<file path="config.mk">
export PLATFORM = sky130hd
export DESIGN_NAME = dataset_load_ctrl_flat
export DESIGN_NICKNAME = d
export VERILOG_FILES = /design/src/rtl/dataset_load_ctrl_if.sv /design/src/rtl/dataset_load_ctrl.sv /design/src/flat_wrapper.sv
export SDC_FILE = /design/constraint.sdc
export NUM_CORES = 1
export LEC_CHECK = 0
export ABC_CLOCK_PERIOD_IN_PS = 1500
export CAP_MARGIN = 20
export CORE_AREA = 2 2 222 224
export DETAILED_ROUTE_END_ITERATION = 10
export DIE_AREA = 0 0 224 226
export GPL_ROUTABILITY_DRIVEN = 0
export PLACE_DENSITY = 0.61
export SETUP_SLACK_MARGIN = 0.1
export SLEW_MARGIN = 20
export SYNTH_ARGS = -nofsm -noshare
export SYNTH_HDL_FRONTEND = slang
export SYNTH_SLANG_ARGS = --single-unit
</file>
<file path="constraint.sdc">
create_clock -name CLK -period 1.5 [get_ports CLK]
set_input_delay 0.15 -clock CLK [delete_from_list [all_inputs] [get_ports CLK]]
set_output_delay 0.15 -clock CLK [all_outputs]
set_load 0.005 [all_outputs]
</file>
<file path="src/rtl/dataset_load_ctrl_if.sv">
// Bundle of dataset RAM sequencer signals: start/config, serial loader, RAM port and compute access.
// The slave modport is the sequencer's view; master is the surrounding environment's view.
interface dataset_load_ctrl_if #(
  parameter int ADDR_WIDTH = 12,
  parameter int DATA_WIDTH = 256
);
  logic                  start;
  logic [ADDR_WIDTH-1:0] num_dp;
  logic [3:0]            feat;
  logic                  ldr_rst;
  logic                  ldr_row_vld;
  logic [DATA_WIDTH-1:0] ldr_data;
  logic                  ldr_done;
  logic                  ram_we;
  logic                  ram_oe;
  logic [ADDR_WIDTH-1:0] ram_addr;
  logic [DATA_WIDTH-1:0] ram_wdata;
  logic                  cmp_req;
  logic [ADDR_WIDTH-1:0] cmp_addr;
  logic                  cmp_gnt;
  logic                  load_done;
  logic                  err;

  modport slave (
    input  start, num_dp, feat, ldr_row_vld, ldr_data, ldr_done, cmp_req, cmp_addr,
    output ldr_rst, ram_we, ram_oe, ram_addr, ram_wdata, cmp_gnt, load_done, err
  );

  modport master (
    output start, num_dp, feat, ldr_row_vld, ldr_data, ldr_done, cmp_req, cmp_addr,
    input  ldr_rst, ram_we, ram_oe, ram_addr, ram_wdata, cmp_gnt, load_done, err
  );
endinterface

</file>
<file path="src/rtl/dataset_load_ctrl.sv">
// Dataset RAM sequencer: writes loader rows to consecutive addresses, then lends the RAM port
// to the compute engine. Optional loader stall timeout enabled by macro DLC_TIMEOUT_EN.
module dataset_load_ctrl #(
  parameter int ADDR_WIDTH     = 12,
  parameter int MAX_FEATURES   = 15,
  parameter int LENGTH         = 16,
  parameter int DATA_WIDTH     = LENGTH * (MAX_FEATURES + 1),
  parameter int TIMEOUT_CYCLES = 1024
) (
  input logic                CLK,
  input logic                RST_N,
  dataset_load_ctrl_if.slave bus
);
  typedef enum logic [1:0] {IDLE, LOAD, READY, SERVE} state_t;

  state_t                r_state;
  logic [ADDR_WIDTH-1:0] r_num_dp;
  logic [3:0]            r_feat;
  logic [ADDR_WIDTH:0]   r_row_cnt;
  logic                  r_ldr_rst;
  logic                  r_ram_we;
  logic                  r_ram_oe;
  logic [ADDR_WIDTH-1:0] r_ram_addr;
  logic [DATA_WIDTH-1:0] r_ram_wdata;
  logic                  r_cmp_gnt;
  logic                  r_load_done;
  logic                  r_err;
  logic                  w_last_row;
  logic                  w_start_load;
  logic                  w_timeout;

  if (TIMEOUT_CYCLES < 2 || MAX_FEATURES > 15) begin : g_bad_params
    $error("dataset_load_ctrl: TIMEOUT_CYCLES must be >= 2 and MAX_FEATURES <= 15");
  end

  // Features above the active index are kept; everything below them is zeroed.
  function automatic logic [DATA_WIDTH-1:0] mask_row(input logic [DATA_WIDTH-1:0] data,
                                                     input logic [3:0]            feat);
    logic [DATA_WIDTH-1:0] low;
    low = {DATA_WIDTH{1'b1}} >> (LENGTH * (int'(feat) + 1));
    return data & ~low;
  endfunction

  assign w_last_row   = (r_row_cnt == {1'b0, r_num_dp});
  assign w_start_load = bus.start && (r_state == IDLE || r_state == READY);

`ifdef DLC_TIMEOUT_EN
  localparam int STALL_W = $clog2(TIMEOUT_CYCLES) + 1;
  logic [STALL_W-1:0] r_stall;

  always_ff @(posedge CLK or negedge RST_N) begin
    if (!RST_N) begin
      r_stall <= '0;
    end else if (r_state != LOAD || bus.ldr_row_vld) begin
      r_stall <= '0;
    end else if (!w_timeout) begin
      r_stall <= r_stall + 1'b1;
    end
  end

  assign w_timeout = (r_stall == STALL_W'(TIMEOUT_CYCLES - 1));
`else
  assign w_timeout = 1'b0;
`endif

  always_ff @(posedge CLK or negedge RST_N) begin
    if (!RST_N) begin
      r_state     <= IDLE;
      r_num_dp    <= '0;
      r_feat      <= '0;
      r_row_cnt   <= '0;
      r_ldr_rst   <= 1'b1;
      r_ram_we    <= 1'b0;
      r_ram_oe    <= 1'b0;
      r_ram_addr  <= '0;
      r_ram_wdata <= '0;
      r_cmp_gnt   <= 1'b0;
      r_load_done <= 1'b0;
      r_err       <= 1'b0;
    end else begin
      r_ram_we <= 1'b0;
      if (w_start_load) begin
        r_state     <= LOAD;
        r_num_dp    <= bus.num_dp;
        r_feat      <= bus.feat;
        r_row_cnt   <= '0;
        r_ldr_rst   <= 1'b0;
        r_ram_oe    <= 1'b0;
        r_cmp_gnt   <= 1'b0;
        r_load_done <= 1'b0;
        r_err       <= 1'b0;
      end else begin
        case (r_state)
          IDLE: ;
          LOAD: begin
            if (bus.ldr_row_vld) begin
              r_ram_we    <= 1'b1;
              r_ram_addr  <= r_row_cnt[ADDR_WIDTH-1:0];
              r_ram_wdata <= mask_row(bus.ldr_data, r_feat);
              r_row_cnt   <= r_row_cnt + 1'b1;
              if (w_last_row) begin
                r_state     <= READY;
                r_load_done <= 1'b1;
                r_ldr_rst   <= 1'b1;
              end
            end else if (bus.ldr_done || w_timeout) begin
              // Loader gave up early or stalled: abort and hold it in reset.
              r_err     <= 1'b1;
              r_state   <= IDLE;
              r_ldr_rst <= 1'b1;
            end
          end
          READY: begin
            r_ram_oe <= 1'b0;
            if (bus.ldr_row_vld) r_err <= 1'b1;
            if (bus.cmp_req) begin
              r_state    <= SERVE;
              r_cmp_gnt  <= 1'b1;
              r_ram_oe   <= 1'b1;
              r_ram_addr <= bus.cmp_addr;
            end
          end
          SERVE: begin
            if (bus.ldr_row_vld) r_err <= 1'b1;
            if (bus.cmp_req) begin
              r_ram_oe   <= 1'b1;
              r_ram_addr <= bus.cmp_addr;
            end else begin
              r_state   <= READY;
              r_cmp_gnt <= 1'b0;
              r_ram_oe  <= 1'b0;
            end
          end
          default: r_state <= IDLE;
        endcase
      end
    end
  end

  assign bus.ldr_rst   = r_ldr_rst;
  assign bus.ram_we    = r_ram_we;
  assign bus.ram_oe    = r_ram_oe;
  assign bus.ram_addr  = r_ram_addr;
  assign bus.ram_wdata = r_ram_wdata;
  assign bus.cmp_gnt   = r_cmp_gnt;
  assign bus.load_done = r_load_done;
  assign bus.err       = r_err;
endmodule

</file>
<file path="src/flat_wrapper.sv">
// flat-port wrapper written by rule: the top's interface ports become plain ports
module dataset_load_ctrl_flat 
#(
  parameter int ADDR_WIDTH     = 12,
  parameter int MAX_FEATURES   = 15,
  parameter int LENGTH         = 16,
  parameter int DATA_WIDTH     = LENGTH * (MAX_FEATURES + 1),
  parameter int TIMEOUT_CYCLES = 1024
)
  (CLK, RST_N, bus_start, bus_num_dp, bus_feat, bus_ldr_row_vld, bus_ldr_data, bus_ldr_done, bus_cmp_req, bus_cmp_addr, bus_ldr_rst, bus_ram_we, bus_ram_oe, bus_ram_addr, bus_ram_wdata, bus_cmp_gnt, bus_load_done, bus_err);
  dataset_load_ctrl_if #(.ADDR_WIDTH(ADDR_WIDTH), .DATA_WIDTH(DATA_WIDTH)) bus_i ();
  input logic CLK;
  input logic RST_N;
  input wire logic [$bits(bus_i.start)-1:0] bus_start;
  input wire logic [$bits(bus_i.num_dp)-1:0] bus_num_dp;
  input wire logic [$bits(bus_i.feat)-1:0] bus_feat;
  input wire logic [$bits(bus_i.ldr_row_vld)-1:0] bus_ldr_row_vld;
  input wire logic [$bits(bus_i.ldr_data)-1:0] bus_ldr_data;
  input wire logic [$bits(bus_i.ldr_done)-1:0] bus_ldr_done;
  input wire logic [$bits(bus_i.cmp_req)-1:0] bus_cmp_req;
  input wire logic [$bits(bus_i.cmp_addr)-1:0] bus_cmp_addr;
  output wire logic [$bits(bus_i.ldr_rst)-1:0] bus_ldr_rst;
  output wire logic [$bits(bus_i.ram_we)-1:0] bus_ram_we;
  output wire logic [$bits(bus_i.ram_oe)-1:0] bus_ram_oe;
  output wire logic [$bits(bus_i.ram_addr)-1:0] bus_ram_addr;
  output wire logic [$bits(bus_i.ram_wdata)-1:0] bus_ram_wdata;
  output wire logic [$bits(bus_i.cmp_gnt)-1:0] bus_cmp_gnt;
  output wire logic [$bits(bus_i.load_done)-1:0] bus_load_done;
  output wire logic [$bits(bus_i.err)-1:0] bus_err;
  assign bus_i.start = bus_start;
  assign bus_i.num_dp = bus_num_dp;
  assign bus_i.feat = bus_feat;
  assign bus_i.ldr_row_vld = bus_ldr_row_vld;
  assign bus_i.ldr_data = bus_ldr_data;
  assign bus_i.ldr_done = bus_ldr_done;
  assign bus_i.cmp_req = bus_cmp_req;
  assign bus_i.cmp_addr = bus_cmp_addr;
  assign bus_ldr_rst = bus_i.ldr_rst;
  assign bus_ram_we = bus_i.ram_we;
  assign bus_ram_oe = bus_i.ram_oe;
  assign bus_ram_addr = bus_i.ram_addr;
  assign bus_ram_wdata = bus_i.ram_wdata;
  assign bus_cmp_gnt = bus_i.cmp_gnt;
  assign bus_load_done = bus_i.load_done;
  assign bus_err = bus_i.err;
  dataset_load_ctrl #(.ADDR_WIDTH(ADDR_WIDTH), .MAX_FEATURES(MAX_FEATURES), .LENGTH(LENGTH), .DATA_WIDTH(DATA_WIDTH), .TIMEOUT_CYCLES(TIMEOUT_CYCLES)) u_core (.CLK(CLK), .RST_N(RST_N), .bus(bus_i));
endmodule
</file>
---- Word-level counts from Yosys, hierarchy flattened ----
Index checks and enable logic that the tools add are counted.
word-level totals
  flip-flop bits (word level) ............. 305
  bits in latches ......................... 0
  memory bits (writable) .................. 0
  ROM bits ................................ 0
  input port bits ......................... 290
  output and inout bits ................... 274
  word-level logic and storage cells ...... 88
  memories kept ........................... 0
cells by class
  $add $sub $neg .......................... 2
  multiply operators ...................... 0
  div/mod/pow operators ................... 0
  order comparisons ....................... 0
  equality and inequality tests ........... 14
  shifts and indexed selects .............. 1
  multiplexer cells ....................... 35
  bitwise gates (word level) .............. 3
  reductions and logical operators ........ 21
operator list
  operator                                               number
  bitwise AND 256 bit                                    1
  inverter 256 bit                                       1
  right shift 256 x 32 -> 256 bit, first input constant  1
  two-way mux 13 bit                                     3
  two-way mux 12 bit                                     2
  one-hot mux 12 bit (2 select lines)                    1
  two-way mux 1 bit                                      20
  adder 13 x 1 -> 13 bit, second input constant          1
  equality test 13 x 12 -> 1 bit                         1
  two-way mux 2 bit                                      6
  != test 3 x 2 -> 1 bit, second input constant          4
  AND reduction 3 bit                                    4
  nonzero test 2 bit                                     5
  nonzero test 3 bit                                     3
  AND reduction 4 bit                                    2
  != test 3 x 1 -> 1 bit, second input constant          2
  one-hot mux 2 bit (3 select lines)                     1
  adder 4 x 1 -> 5 bit, second input constant            1
  AND reduction 5 bit                                    1
  equality test 2 bit, second input constant             2
  != test 4 x 2 -> 1 bit, second input constant          1
  != test 4 x 3 -> 1 bit, second input constant          1
  one-hot mux 1 bit (2 select lines)                     2
  nonzero test 4 bit                                     1
  9 further kinds                                        9

---- Longest topological paths before layout ----
Gate-level depths: netlist of run 1.
  depth in word-level cells ............... 5
  depth in mapped cells ................... 7
  depth with buffers taken out ............ 5

---- Least setup slack after synthesis of run 1 ----
OpenSTA, ideal clock, no wires.
  kind .................................... flip-flop to flip-flop
  start ................................... register u_core.r_feat[3]
  end ..................................... register u_core.r_ram_wdata[208] (netlist: u_core.bus.ram_wdata[208])
  library setup time ...................... 121 ps
  data arrival time ....................... 1434 ps
  data required time ...................... 1379 ps
  setup slack ............................. -55 ps
  stages on the path, launching flop included .. 8
  path buffers ............................ 3
  period minus slack after synthesis ...... 1555 ps
  cell sequence ........................... dfrtp_1 buf_4 or2_2 buf_2 nor2_2 nor2_2 buf_2 a22o_1
between the ends
  word-level cells in the longest chain between the ends .. 4
ends and longest elaborated chain
  item                             line                     RTL
  start: declaration               dataset_load_ctrl.sv:18  logic [3:0] r_feat;
  start signal: assignment         dataset_load_ctrl.sv:85  r_feat <= bus.feat;
  adder 4 x 1 -> 5 bit             dataset_load_ctrl.sv:40  low = {DATA_WIDTH{1'b1}} >> (LENGTH * (int'(feat) + 1));
  right shift 256 x 32 -> 256 bit  dataset_load_ctrl.sv:40
  inverter 256 bit                 dataset_load_ctrl.sv:41  return data & ~low;
  bitwise AND 256 bit              dataset_load_ctrl.sv:41
  end signal: assignment           dataset_load_ctrl.sv:99  r_ram_wdata <= mask_row(bus.ldr_data, r_feat);
  end: declaration                 dataset_load_ctrl.sv:24  logic [DATA_WIDTH-1:0] r_ram_wdata;
No other way between the ends.
A chain may end at the register's enable or synchronous reset.

---- Worst setup path after layout of run 1 ----
  start ................................... register u_core.r_num_dp[7]
  end ..................................... register u_core.r_state[0]
between the ends
  word-level cells in the longest chain between the ends .. 3
ends and longest elaborated chain
  item                              line                      RTL
  start: declaration                dataset_load_ctrl.sv:17   logic [ADDR_WIDTH-1:0] r_num_dp;
  start signal: assignment          dataset_load_ctrl.sv:84   r_num_dp <= bus.num_dp;
  equality test 13 x 12 -> 1 bit    dataset_load_ctrl.sv:44   assign w_last_row = (r_row_cnt == {1'b0, r_num_dp});
  != test 4 x 2 -> 1 bit (no line)  -
  AND reduction 5 bit (no line)     -
  end signal: assignment            dataset_load_ctrl.sv:68   r_state <= IDLE;
  end signal: assignment            dataset_load_ctrl.sv:83   r_state <= LOAD;
  end signal: assignment            dataset_load_ctrl.sv:102  r_state <= READY;
  end: declaration                  dataset_load_ctrl.sv:16   state_t r_state;
No other way between the ends.

==> flow_metrics.tcl, run 1 <==
set metrics [dict create \
    p_leak_nw 10.2 \
    grt_pass1_vias 10700 \
    synth_top_area_share_pct 64.9 \
    syn2layout_area_growth_pct 73.0 \
    fin_area_mm2 0.0203 \
    drt_iter0_markers 552 \
    pwr-share-comb_pct 36.2 \
    fmax_ghz 0.660 \
    synthCells 967 \
    yosys.area_share.adder_pct 0.107 \
    rsz0062_at_grt "true" \
    use_met3_pct 5.01 \
    ir_worst_vdd_uv 912 \
    clockRootBuffer "clkbuf_16" \
    grt_antenna_before_repair 2 \
    syn_nets 1258 \
    port_buffers 563 \
    start_util_pct 24.2 \
    coreArea_mm2 0.0483 \
    synth_top_family_by_area "compound AO/OA/AOI/OAI gates" \
    gr-total-overflow 0 \
    synth-compound-area-share_pct 17.0 \
    vias_per_cell 4.52 \
    cp_max_fo 2 \
    placed_cell_area_mm2 0.0186 \
    grtUsageTotal_pct 16.7 \
    sw_frac_of_total_pct 31.7 \
    cts_tree "yes" \
    first_pass_iters 5 \
    pwr-share-seq_pct 38.0 \
    vias 10200 \
    clock_sinks 305 \
    outcome "finished with violations" \
    synth_area_per_cell_um2 12.1 \
    synth_flop_cell "dfrtp_1" \
    die_w_um 224 \
    synthXorXnorAreaFrac_pct 1.57 \
    synth_common_cells "dfrtp_1, nand2_1, a22o_1" \
    clkPwrFrac_pct 25.8 \
    intPower_mw 23.4 \
    netlist_area_mm2 0.0117 \
    synthMuxAreaShare_pct 1.03 \
    power_density_mw_per_mm2 1690 \
    ys_ff_latch 305 \
    drv_cap 0 \
    async_flop_share_pct 100 \
    grt_first_pass_wirelength_um 64900 \
    tightestPinTransition_ns 0.456 \
    clk_pin_slew_ns 0.05 \
    p_sw_mw 10.8 \
    hold_path_class "in2async" \
    arrival_ns 1.92 \
    end_kind "flop" \
    ys_seq_area_share_pct 65.2 \
    cts_buffer_depth 3 \
    synthTopCellsByArea "dfrtp_1, a22o_1, nand2_1, nand3_1, buf_2" \
    wl_per_cell_um 19.5 \
    die_area_mm2 0.0506 \
    insertion_delay_ns 0.53 \
    cp-start-kind "flop" \
    required_ns 1.91 \
    num_rows 81 \
    dp_hpwl_um 31200 \
    synth.most_common_cell "dfrtp_1" \
    n_fill_cell 4645 \
    synth_cell_types 44 \
    drc 0 \
    path_class "reg2reg" \
    drt_wl_total_um 44100 \
    final.setup.worst_slack_ns -0.0146 \
    layout.nets 1906 \
    grt_use_met1_pct 20.2 \
    slew_headroom_pct 69.6 \
    violations "setup timing" \
    setup_violations 1 \
    synth_edf_count 0 \
    grt_max_degree 55 \
    io-pin-count 564 \
    die-height_um 226 \
    synth-simple-area-share_pct 11.7 \
    htree_levels 2 \
    cts_buffers 37 \
    ys_warn_count 0 \
    ant_nets 0 \
    drive_above_1_share_pct 13.7 \
    met2_usage_pct 28.1 \
    fin_worst_skew_ns 0.0140 \
    layout_min_cycle_time_ns 1.51 \
    yosys.area.top_type "dfrtp_1" \
    total_power_mw 34.2 \
    timing.final.crit_share_pct 101 \
    hold_violations 0 \
    slew_violations 0 \
    globalRoute.busiestLayer "met2" \
]
## kinds of logic after synthesis
group,after synthesis
AND/OR/NAND/NOR,313
flip-flops,305
AO/OA/AOI/OAI,234
buffers and inverters,81
XOR/XNOR,21
multiplexers,12
adder cells (fa/ha/maj),1
## cell usage in the layout (no fill, tap or decap), drive strengths merged, types with 2 or more instances in the layout
master	n
inv	6
xor2	14
bufinv	3
a22o	192
clkinv	7
nor4	2
nor2b	2
buf	119
nor2	32
nand2b	2
dlygate4sd2	242
diode	2
a2111oi	3
nor3b	3
dfrtp	304
mux2i	12
a21oi	25
clkdlybuf4s15	29
nand4	6
nand2	202
a31oi	2
nor3	5
and2	2
xnor2	7
clkdlybuf4s50	288
clkbuf	55
nand3	53
o21ai	7
## path summary, 6_finish.rpt
check	slack [ns]	to	startpoint	depth (start not counted)
worst max-delay path	-0.01	u_core.r_state[0]	u_core.r_num_dp[7]	5
worst min-delay path	0.14	u_core.bus.ram_addr[6]	RST_N	2
worst max register to register	-0.01	u_core.r_state[0]	u_core.r_num_dp[7]	5
worst min register to register	0.46	u_core.bus.ram_wdata[58]	u_core.bus.ram_wdata[58]	2
max in group asynchronous	0.67	u_core.bus.ram_wdata[122]	RST_N	3
min in group CLK	0.15	u_core.bus.ram_wdata[253]	bus_ldr_data[253]	3
## timing repair
item	CTS	global route
hold buffers	1	0
gates cloned	6	4
pin swaps	9	13
setup buffers	27	14
hold endpoints to repair	273	0
resized for setup	337	45
setup endpoints to repair	552	282
## through the flow
step	setup TNS, ns	setup slack, ns	util, %	hold WS [ns]	std cells
after floorplan	0	0.0485	-	-0.146	967
after global placement	-67.34	-0.311	38.4	0.101	2148
after detailed placement	-83.53	-0.404	38.4	0.108	2148
after CTS	-0.0247	-0.0216	41.2	0.118	2241
after global routing	-3.43	-0.0911	41.9	0.146	2259
final	-0.0146	-0.0146	41.9	0.143	2260
## state kept, by name, indices dropped and copies added (netlist names)
register / flops
u_core.bus.cmp_gnt: 1
u_core.bus.err: 1
u_core.bus.ldr_rst: 1
u_core.bus.load_done: 1
u_core.bus.ram_addr: 12
u_core.bus.ram_oe: 1
u_core.bus.ram_wdata: 256
u_core.bus.ram_we: 1
u_core.r_feat: 4
u_core.r_num_dp: 12
u_core.r_row_cnt: 13
u_core.r_state: 2
## per-layer routing
| layer | part of all wire [%] | up-vias |
|---|---|---|
| met2 | 49 | 409 |
| met3 | 7.7 | 71 |
| met4 | 2.7 | 0 |
| li1 | - | 4723 |
| met5 | 0 | - |
| met1 | 40 | 5023 |
## power by group through the flow
stage	Clock (mW)	Combinational, mW	Sequential, mW
after detailed placement	0	13.0	13.1
after CTS	9.11	12.1	13.0
after floorplan	0	4.49	13.0
after global routing	9.38	13.4	13.4
after global placement	0	12.8	13.1
final	8.82	12.4	13.0
## worst max-delay path: stages (launching register included)
cell     delay (ns)
dfrtp_1        0.38
xor2_1         0.16
nor4_1         0.28
buf_4          0.16
nand4_1        0.13
a31o_2         0.29
## area by class of cell
class | count | area, um2 | share of cell area (%)
sequential | 305 | 7640 | 37.7
clock buffer | 51 | 1060 | 5.22
timing repair buffer | 683 | 6720 | 33.2
antenna | 2 | 5.00 | 0.0247
clock inverter | 9 | 124 | 0.611
multi-input combinational | 581 | 3890 | 19.2
tap | 622 | 778 | 3.84
inverter | 7 | 38.8 | 0.191
(Power assumes the default switching activity.)
==> run 2: changes to the inputs <==
--- a/config.mk
+++ b/config.mk
@@ -5,13 +5,14 @@
 export SDC_FILE = /design/constraint.sdc
 export NUM_CORES = 1
 export LEC_CHECK = 0
+export ABC_AREA = 1
 export ABC_CLOCK_PERIOD_IN_PS = 1500
 export CAP_MARGIN = 20
-export CORE_AREA = 2 2 222 224
+export CORE_AREA = 2 2 221 223
 export DETAILED_ROUTE_END_ITERATION = 10
-export DIE_AREA = 0 0 224 226
+export DIE_AREA = 0 0 223 225
 export GPL_ROUTABILITY_DRIVEN = 0
-export PLACE_DENSITY = 0.61
+export PLACE_DENSITY = 0.64
 export SETUP_SLACK_MARGIN = 0.1
 export SLEW_MARGIN = 20
 export SYNTH_ARGS = -nofsm -noshare
==> flow_metrics.tcl, run 2 <==
set metrics [dict create \
    layout_min_cycle_time_ns 1.52 \
    cp_max_fo 17 \
    synthXorXnorAreaFrac_pct 0.208 \
    port_buffers 563 \
    first_pass_iters 5 \
    drt_iter0_markers 682 \
    layout_common_cells "nand2_1, dfrtp_1, clkdlybuf4s50_1" \
    clockRootBuffer "clkbuf_16" \
    hold_path_class "in2async" \
    post-place-cells 2629 \
    fmax_ghz 0.658 \
    path_class "reg2reg" \
    die_area_mm2 0.0502 \
    setup_violations 15 \
    synthCells 1443 \
    synth_top_family_by_area "simple AND/OR/NAND/NOR gates" \
    synth-compound-area-share_pct 10.5 \
    outcome "finished with violations" \
    grt_antenna_before_repair 6 \
    largest_register_ffs 256 \
    slew_violations 0 \
    cts_tree "yes" \
    grt_first_pass_wirelength_um 75000 \
    synth_cell_types 37 \
    fin_worst_skew_ns 0.0139 \
    hold_violations 0 \
    hold_ws_ns 0.0402 \
    grt_pass1_vias 13000 \
    yosys.area.top_type "dfrtp_1" \
    cts_buffer_depth 3 \
    syn2layout_area_growth_pct 77.0 \
    end_kind "flop" \
    synth-simple-area-share_pct 22.9 \
    n_fill_cell 4479 \
    p_leak_nw 11.1 \
    die_w_um 223 \
    layout.nets 2411 \
    timing.final.crit_share_pct 101 \
    ant_nets 0 \
    synthMuxAreaShare_pct 0 \
    synth_top_area_share_pct 60.2 \
    die-height_um 225 \
    arrival_ns 1.94 \
    vias 12700 \
    synth_area_per_cell_um2 8.76 \
    coreArea_mm2 0.0475 \
    required_ns 1.92 \
    power_density_mw_per_mm2 1780 \
    synth_common_cells "nand2_1, dfrtp_1, o21ai_1" \
    pre_cts_ws_ns -0.158 \
    ys_ff_latch 305 \
    violations "setup timing" \
    gr-total-overflow 0 \
    wl_per_cell_um 18.4 \
    num_rows 80 \
    yosys.area_share.adder_pct 0.0990 \
    netlist_area_mm2 0.0126 \
    ys_seq_area_share_pct 60.4 \
    ys_warn_count 0 \
    synth_flop_cell "dfrtp_1" \
    drv_cap 0 \
    cp-start-kind "flop" \
    syn_nets 1734 \
    cts_buffers 38 \
    final_util_pct 47.1 \
    final_common_cell "nand2_1" \
    tightestPinTransition_ns 0.405 \
    vias_per_cell 4.59 \
    clock_sinks 305 \
    insertion_delay_ns 0.54 \
    rsz0062_at_grt "true" \
    async_flop_share_pct 100 \
    htree_levels 2 \
    clk_pin_slew_ns 0.06 \
    drive_above_1_share_pct 15.9 \
    synth_edf_count 0 \
    ff2ff_setup_slack_ns -0.02 \
    synth.most_common_cell "nand2_1" \
    io-pin-count 564 \
    grt_max_degree 58 \
    slew_headroom_pct 72.9 \
    dp_hpwl_um 35200 \
    drc 0 \
    synthTopCellsByArea "dfrtp_1, nand2_1, o21ai_1, o21ai_0, nand3_1" \
    grtUsageTotal_pct 19.3 \
    ir_worst_vdd_uv 837 \
    final_cells 2764 \
    final.setup.worst_slack_ns -0.0204 \
    start_util_pct 26.6 \
    drt_wl_total_um 50800 \
]
## run 2: stage by stage
| stage | TNS [ns] | power [mW] | cell area, um2 |
|---|---|---|---|
| after global placement | -4.12 | 29.4 | 19800 |
| final | -0.0980 | 39.7 | 22400 |
| after global routing | -4.02 | 42.2 | 22400 |
| after detailed placement | -9.51 | 29.7 | 19800 |
| after CTS | -0.00419 | 39.0 | 21800 |
| after floorplan | 0 | 19.1 | 12700 |
## run 2: layer usage
layer | track usage (%) | routed length, um | up-vias
met5 | 0 | 41 | -
li1 | - | - | 6007
met3 | 6.95 | 4620 | 105
met1 | 22.3 | 19800 | 6067
met4 | 6.73 | 1710 | 6
met2 | 33.0 | 24600 | 506
## run 2: path summary, 6_finish.rpt
kind | startpoint | end | cells after the start
setup / recovery | u_core.r_state[0] | u_core.bus.ram_wdata[195] | 8
max in group asynchronous | RST_N | u_core.bus.ram_wdata[106] | 4
min in group CLK | bus_ldr_data[248] | u_core.bus.ram_wdata[248] | 3
hold / removal | RST_N | u_core.r_row_cnt[5] | 2
setup reg to reg | u_core.r_state[0] | u_core.bus.ram_wdata[195] | 8
hold reg to reg | u_core.bus.ram_wdata[162] | u_core.bus.ram_wdata[162] | 2
## run 2: final cells by class
| cell class | count | area, um2 | share of cell area [%] |
|---|---|---|---|
| Timing Repair Buffer | 719 | 7560 | 33.8 |
| Clock inverter | 10 | 108 | 0.481 |
| Sequential cell | 305 | 7640 | 34.2 |
| Multi-Input combinational cell | 970 | 4790 | 21.4 |
| Tap cell | 615 | 769 | 3.44 |
| Antenna cell | 3 | 7.51 | 0.0335 |
| Clock buffer | 56 | 1150 | 5.15 |
| Inverter | 86 | 350 | 1.57 |
## run 2: critical path, stage by stage (launching register included)
cell and delay [ns]:
dfrtp_1 0.41, inv_4 0.06, nor2_8 0.15, nand2_8 0.10, buf_12 0.15, buf_12 0.16, buf_16 0.18, nand2_1 0.06
o21ai_0 0.07
## run 2: cell families after synthesis
group	after synthesis
buffers and inverters	170
xor gates and xnor gates	3
AOI/OAI and AO/OA	257
and+or+nand+nor	707
DFF	305
adders and majority gates	1
## run 2: where the power goes
part | switching [mW] | internal, mW
Sequential | 1.91 | 11.4
Combinational | 8.58 | 8.58
Clock | 3.62 | 5.65
Total | 14.1 | 25.6
## run 2: timing repair
action / 4_1_cts / 5_1_grt
hold buffers: 1 / 0
gates resized for setup: 451 / 89
hold endpoints to repair: 198 / 0
endpoints found under the setup margin: 434 / 341
gates cloned: 15 / 8
setup buffers: 34 / 10
pin swaps: 34 / 25
